File: src/rtl/fetch_stage.sv
// ============================================================================
// Module      : fetch_stage
// Description : Instruction fetch stage. Owns the PC, fetches one instruction
//               from memory via a req/ready + rvalid handshake, and presents it
//               to decode. Halts permanently on Finish_Prog.
// Revision    : 1.0 - initial release
// ============================================================================
`default_nettype none

module fetch_stage #(
    parameter logic [31:0] RESET_PC  = 32'h0000_0000,
    parameter logic [31:0] NOP_INSTR = 32'h0000_0013
) (
    input  logic        clk,
    input  logic        rst,
    output logic        imem_req,
    output logic [31:0] imem_addr,
    input  logic        imem_ready,
    input  logic        imem_rvalid,
    input  logic [31:0] imem_rdata,
    input  logic        stall,
    input  logic        PCSrc,
    input  logic [31:0] PCTarget,
    input  logic        Finish_Prog,
    output logic [31:0] PC,
    output logic [31:0] PCPlus4,
    output logic [31:0] Instr,
    output logic        Instr_valid,
    output logic        Halted
);

    localparam logic [2:0] S_IDLE  = 3'd0;
    localparam logic [2:0] S_REQ   = 3'd1;
    localparam logic [2:0] S_WAIT  = 3'd2;
    localparam logic [2:0] S_ISSUE = 3'd3;
    localparam logic [2:0] S_HALT  = 3'd4;

    logic [2:0]  r_state;
    logic [31:0] r_pc;
    logic [31:0] r_instr;
    logic        r_instr_valid;

    logic [31:0] w_pc_plus4;
    logic [31:0] w_target;
    logic [31:0] w_next_pc;

    assign w_pc_plus4 = r_pc + 32'd4;
    // Jump targets are forced word-aligned; low bits of PCTarget are discarded.
    assign w_target   = PCTarget & ~32'h0000_0003;
    assign w_next_pc  = PCSrc ? w_target : w_pc_plus4;

    always_ff @(posedge clk or negedge rst) begin
        if (!rst) begin
            r_state       <= S_IDLE;
            r_pc          <= RESET_PC;
            r_instr       <= NOP_INSTR;
            r_instr_valid <= 1'b0;
        end else begin
            case (r_state)
                S_IDLE: begin
                    r_state <= S_REQ;
                end
                S_REQ: begin
                    if (imem_ready) begin
                        r_state <= S_WAIT;
                    end
                end
                S_WAIT: begin
                    if (imem_rvalid) begin
                        r_instr       <= imem_rdata;
                        r_instr_valid <= 1'b1;
                        r_state       <= S_ISSUE;
                    end
                end
                S_ISSUE: begin
                    // Finish_Prog outranks PCSrc; PC is frozen at the final instruction.
                    if (!stall) begin
                        r_instr_valid <= 1'b0;
                        if (Finish_Prog) begin
                            r_instr <= NOP_INSTR;
                            r_state <= S_HALT;
                        end else begin
                            r_pc    <= w_next_pc;
                            r_state <= S_REQ;
                        end
                    end
                end
                S_HALT: begin
                    r_state <= S_HALT;
                end
                default: begin
                    r_state <= S_IDLE;
                end
            endcase
        end
    end

    assign imem_req    = (r_state == S_REQ);
    assign imem_addr   = r_pc;
    assign PC          = r_pc;
    assign PCPlus4     = w_pc_plus4;
    assign Instr       = r_instr;
    assign Instr_valid = r_instr_valid;
    assign Halted      = (r_state == S_HALT);

endmodule

`default_nettype wire

File: config.mk
export PLATFORM = sky130hd
export DESIGN_NAME = fetch_stage
export DESIGN_NICKNAME = d
export VERILOG_FILES = /design/src/rtl/fetch_stage.sv
export SDC_FILE = /design/constraint.sdc
export NUM_CORES = 1
export LEC_CHECK = 0
export ABC_CLOCK_PERIOD_IN_PS = 2750
export CAP_MARGIN = 20
export CORE_MARGIN = 8
export CORE_UTILIZATION = 41
export DETAILED_ROUTE_END_ITERATION = 8
export PLACE_DENSITY_LB_ADDON = 0.05
export REMOVE_ABC_BUFFERS = 1
export SETUP_SLACK_MARGIN = 0.1
export SLEW_MARGIN = 20
export SYNTH_ARGS = -nofsm -noshare
export SYNTH_HDL_FRONTEND = slang
export SYNTH_SLANG_ARGS = --single-unit
File: constraint.sdc
create_clock -name clk -period 2.75 [get_ports clk]
set_input_delay 0.55 -clock clk [delete_from_list [all_inputs] [get_ports clk]]
set_output_delay 0.55 -clock clk [all_outputs]
set_load 0.02 [all_outputs]
==> results of run 1 <==
[sequential cells by signal (all words and copies together) (netlist names)]
register     flops
Instr_valid      1
PC              30
r_state          3
Instr           32
[cell families after synthesis]
logic type / synth area share, %
simple gates: 20.33
compound gates: 20.72
buf+inv: 11.64
flops: 40.62
xor+xnor: 5.803
mux: 0.4913
fa+ha+maj: 0.3070
other cells: 0.09202
[where the power goes]
group | switching [mW] | leakage (nW) | internal [mW]
registers | 0.272 | 0.780 | 1.33
clock network | 0.389 | 0.127 | 0.630
logic | 2.10 | 1.95 | 1.92
[layout by cell type (no fill, tap or decap), types with 5 or more instances in the layout]
cell type / instances
buf_6: 6
nand2_1: 30
nor4_1: 9
buf_4: 79
dfrtp_1: 62
nor2_1: 10
a22o_1: 30
nand3_1: 17
inv_1: 16
o2bb2ai_1: 7
o21ai_0: 21
o211ai_1: 10
nand4_1: 14
clkdlybuf4s50_1: 166
a21oi_1: 26
dlygate4sd2_1: 5
clkbuf_8: 10
xnor2_1: 14
xor2_1: 8
conb_1: 6
nor3_1: 22
[layout make-up]
| type | count | share of cell area [%] |
|---|---|---|
| Timing Repair Buffer | 269 | 36.72 |
| Multi-Input combinational cell | 307 | 31.76 |
| Sequential cell | 66 | 24.48 |
| Tap cell | 133 | 2.459 |
| Clock buffer | 10 | 2.034 |
| Clock inverter | 6 | 1.664 |
| Inverter | 16 | 0.8874 |
[worst paths after layout]
check	endpoint	depth (start not counted)	slack (ns)
max reg2reg	PC[17]$_DFFE_PN0P_	7	0.79
min in group clk	Instr[0]$_DFFE_PN1P_	2	0.46
min reg2reg	Instr[0]$_DFFE_PN1P_	2	0.46
min	Instr[2]$_DFFE_PN0P_	1	0.27
max	PCPlus4[26]	7	0.12
max in group asynchronous	PC[28]$_DFFE_PN0P_	2	1.82
[layer usage]
metal | track usage [%] | vias to the layer above | part of all wire, %
met5 | 0 | - | 0
met4 | 7.952 | 0 | 1.6
met3 | 5.941 | 19 | 9.1
met2 | 35.58 | 221 | 48
met1 | 26.33 | 2077 | 41
li1 | - | 2059 | -
[worst max-delay path: stages (launching register included)]
cell and delay (ns):
dfrtp_1 0.41, ha_4 0.17, and3_1 0.20, nand4_1 0.09
buf_4 0.17, or3_4 0.40, xnor2_1 0.15, buf_4 0.16
[repair_timing]
item / 4_1_cts / 5_1_grt
buffers inserted: 6 / 13
pin swaps: 6 / 8
setup endpoints to repair: 26 / 21
gates resized for setup: 89 / 42
[stage by stage]
| stage | util [%] | cells | setup WS, ns |
|---|---|---|---|
| CTS | 67.26 | 795 | 0.09553 |
| global placement | 64.04 | 773 | 0.0004208 |
| detailed placement | 64.04 | 773 | -0.01668 |
| finish | 69.56 | 807 | 0.1152 |
| global route | 69.56 | 807 | -0.0006430 |
| floorplan | - | 389 | -0.02517 |
==> impl_results.md, run 1 <==
* Outcome: finished, final reports clean
* Power Density at 981.2 nW/µm²
* Diode count at 0
* Worst Path Max Fanout at 5
* Sequential cell area at 1657 µm²
* Setup TNS at 0 ns
* Fmax at 379.5 MHz
* Ys async rst share at 100.0%
* Placement Cell Area at 6231 µm²
* Post-synth top area share at 38.69%
* RSZ-0062 raised after global routing: yes
* Pin count of the biggest net entering global routing at 42
* Slew Viols, Final at 0
* Seq/Total Area, Yosys at 40.62%
* Total number of vias at 4376
* Clock-pin slew on the worst setup and hold paths at 0.08 ns
* Max Cap Viol at 0
* WS Path Type: reg2out
* Share of cells above drive strength 1 at 21.96%
* Std-Cell Rows at 36
* Cells after Synth at 457
* Vias in the first global route at 4493
* Synth cell types at 48
* Worst VDD drop at 612.2 µV
* WL per Instance at 18.16 µm
* First DRT Iteration DRCs at 373
* Die extent in y at 115.7 µm
* Count leader, synth: dfrtp_1
* # fillers at 775
* DRT Wirelength at 14660 µm
* Final ANT Viol Nets at 0
* Multi-input combinational cell area at 2150 µm²
* Clock Skew at 0.009340 ns
* Hold_ws at 0.2708 ns
* Type of the most critical hold path: in2async
* Initial Utilization at 41.89%
* CTS Sinks at 66
* CP startpoint kind: flip-flop
* Pre-Repair DR Iteration Count at 6
* Mapped Area at 4075 µm²
* H-Tree Depth at 3
* CP Data Required Time at 2.20 ns
* Post-layout instance area at 6768 µm²
* Total Routing Usage GR at 21.56%
* Die area at 13390 µm²
* Setup Viol. Count Final at 0
* Post-layout nets at 741
* CTS tree: yes
* RePlAce Congestion at 0.8209
* CP Data Arrival Time at 2.08 ns
* Layout area overhead at 66.07%
* Core area at 9729 µm²
* Via/cell ratio at 5.423
* Cell taking the most area after synthesis: dfrtp_1
* Leakage power at 2.852 nW
* Cts bufs inserted at 9
* Port Buf Inserts at 193
* R2r startpoint: PC[2]$_DFFE_PN0P_
* Synthesized area per cell at 8.917 µm²
* Final total power at 6.640 mW
* Clock Latency Late Sink at 0.34 ns
* Synth top cells by count: dfrtp_1, buf_4, nand2_1, a22o_1, clkbuf_1
* CTS Hold Buffers Added at 0
* First-pass GRT wire length at 23210 µm
* Final hold violations at 0
* Antenna violations before repair at 0
* Post-synth top flop: dfrtp_1
* Ys Warns at 0
* Residual overflow from global routing at 0
* Final worst-path cycle share at 95.81%
* Maximum buffer depth of the clock tree at 2
* Relative slew slack at 50.61%
* Post-synth EDFFs at 0
* Ports at 202
* CTS root buf: clkbuf_8
* DRC Markers at 0
* Post-layout minimum cycle time at 2.635 ns
* DP Wirelength at 10580 µm
* Ranking of synthesized cells by area: dfrtp_1, buf_4, a22o_1, xnor2_1, nor3_1
* Worst Max-Slew Pin Slew at 0.7409 ns
* Worst setup startpoint: PC[2]$_DFFE_PN0P_
* Synthesis-stage register bit count at 66
* Worst Setup End Kind: output port
* Die W at 115.7 µm
Note: power is estimated with default switching activity, not from simulation.
==> run 2: changes to the inputs <==
--- a/config.mk
+++ b/config.mk
@@ -11,6 +11,7 @@
 export CORE_UTILIZATION = 41
 export DETAILED_ROUTE_END_ITERATION = 8
 export PLACE_DENSITY_LB_ADDON = 0.05
+export RECOVER_POWER = 100
 export REMOVE_ABC_BUFFERS = 1
 export SETUP_SLACK_MARGIN = 0.1
 export SLEW_MARGIN = 20
==> run 2 against run 1 <==
Against the previous run: the flow now finishes with violations (capacitance limit, slew limit); global-route usage stayed put; utilization is 0.72 points lower; non-clock buffer count stayed put; clock skew is 0.0015 ns higher; sequential share of layout area is 0.26 points higher; design area is 1.0% lower; sequential power hardly changed; wire length is 0.53% lower; die area stayed put; flip-flop and latch count stayed put; total power is 4.0% lower.
==> impl_results.md, run 2 (synthesis gave the netlist of run 1 again) <==
* Fmax at 378.9 MHz
* Routing usage on met3 at 5.941%
* CTS Sinks at 66
* Diode count at 0
* Clock Skew at 0.01082 ns
* Via/cell ratio at 5.418
* CTS tree: yes
* H-Tree Depth at 3
* Most frequent cells in the layout: dlygate4sd3_1, buf_4, clkdlybuf4s50_1, dfrtp_1
* Max Cap Viol at 1
* Setup Viol. Count Final at 0
* Initial Utilization at 41.89%
* FF-to-FF End: PC[16]$_DFFE_PN0P_
* Final hold violations at 0
* DRT Wirelength at 14580 µm
* Post-layout minimum cycle time at 2.639 ns
* Worst VDD drop at 555.2 µV
* Total number of vias at 4372
* Core area at 9729 µm²
* Worst Setup End Kind: output port
* Ports at 202
* Relative slew slack at -17.01%
* Worst Path Max Fanout at 5
* Worst Max-Slew Pin Slew at 1.755 ns
* Std-Cell Rows at 36
* Leakage power at 2.834 nW
* First-pass GRT wire length at 23210 µm
* Layout area overhead at 64.35%
* Reg2reg path depth at 5
* Type of the most critical hold path: reg2reg
* Clock-pin slew on the worst setup and hold paths at 0.08 ns
* Met1 Use GR at 26.33%
* Final worst-path cycle share at 95.97%
* Dpl cells at 773
* R2r setup slk at 0.66 ns
* CP startpoint kind: flip-flop
* Cts bufs inserted at 9
* Post-layout nets at 741
* Residual overflow from global routing at 0
* Slew Viols, Final at 33
* DP Wirelength at 10580 µm
* WS Path Type: reg2out
* Maximum buffer depth of the clock tree at 2
* CP Data Required Time at 2.20 ns
* Antenna violations before repair at 0
* M2 GR Usage at 35.58%
* Final ANT Viol Nets at 0
* Die W at 115.7 µm
* CTS root buf: clkbuf_8
* Vias in the first global route at 4493
* Die area at 13390 µm²
* Port Buf Inserts at 193
* Max reg flops at 32
* WL per Instance at 18.07 µm
* CP Data Arrival Time at 2.09 ns
* Die extent in y at 115.7 µm
* Total Routing Usage GR at 21.56%
* RePlAce Congestion at 0.8209
* R2r startpoint: r_state[2]$_DFFE_PN0P_
* DRC Markers at 0
* Hold_sp: Instr[0]$_DFFE_PN1P_
* Busiest layer in global routing: met2
* WHS Endpoint: Instr[0]$_DFFE_PN1P_
* Most common cell after layout, fill and taps aside: dlygate4sd3_1
* Hold Crit Depth at 2
* RSZ-0062 raised after global routing: yes
* Clock Latency Late Sink at 0.34 ns
* Pin count of the biggest net entering global routing at 42
* CTS Hold Buffers Added at 0
* Share of cells above drive strength 1 at 20.03%
* Hold_ws at 0.4566 ns
* Failing checks: capacitance limit, slew limit
* First DRT Iteration DRCs at 352
* Power Density at 951.5 nW/µm²
* Pre-Repair DR Iteration Count at 5
* Final Non-Filler Cells at 807
* Outcome: finished with violations
[run 2: layer usage]
layer | routed length (µm) | up-vias
met5 | 0 | -
met4 | 219 | 0
met3 | 1229 | 15
met2 | 7128 | 196
met1 | 6005 | 2095
li1 | - | 2066
[run 2: area by class of cell]
type / instances / area (µm²)
tap: 133 / 166.4
inverter: 16 / 60.06
clock buffer: 10 / 137.6
multi-input combinational: 307 / 2145
fill: 785 / 3032
clock inverter: 6 / 112.6
timing repair buffer: 269 / 2420
sequential: 66 / 1657
[run 2: critical path, cell delays in order, from the launching register on]
cell     delay [ns]
dfrtp_1        0.41
ha_4           0.17
and3_1         0.20
nand4_1        0.09
buf_4          0.17
or3_4          0.40
xnor2_1        0.15
buf_4          0.16
[run 2: repair_timing]
item                                    4_1_cts  5_1_grt
buffers inserted                              6       13
endpoints found under the setup margin       26       21
pin swaps                                     6        8
resized for setup                            89       42
[run 2: worst max-delay path by stage]
stage / slack, ns / depth (start not counted) / startpoint / endpoint
2_1_floorplan: -0.03 / 4 / PC[6]$_DFFE_PN0P_ / PCPlus4[25]
3_3_place_gp: 0.0004 / 7 / PC[3]$_DFFE_PN0P_ / PCPlus4[25]
3_5_place_dp: -0.02 / 7 / PC[3]$_DFFE_PN0P_ / PCPlus4[25]
4_1_cts: 0.1 / 7 / PC[2]$_DFFE_PN0P_ / PCPlus4[26]
5_1_grt: -0.0006 / 7 / PC[2]$_DFFE_PN0P_ / PCPlus4[26]
6_report: 0.11 / 7 / PC[2]$_DFFE_PN0P_ / PCPlus4[26]
[run 2: per-stage QoR]
step | setup slack (ns) | setup TNS, ns | power [mW] | cell area [µm²] | utilization [%]
finish | 0.1110 | 0 | 6.373 | 6698 | 68.84
global route | -0.0005851 | -0.0005851 | 6.766 | 6698 | 68.84
CTS | 0.09553 | 0 | 6.547 | 6544 | 67.26
detailed placement | -0.01668 | -0.01668 | 5.544 | 6231 | 64.04
global placement | 0.0004208 | 0 | 5.474 | 6231 | 64.04
floorplan | -0.02517 | -0.02517 | 3.413 | 3680 | -
[run 2: power by group]
group          switching [mW]  internal, mW  total, mW
Combinational            2.08          1.69       3.76
Sequential              0.263          1.33       1.59
Clock                   0.389         0.630       1.02
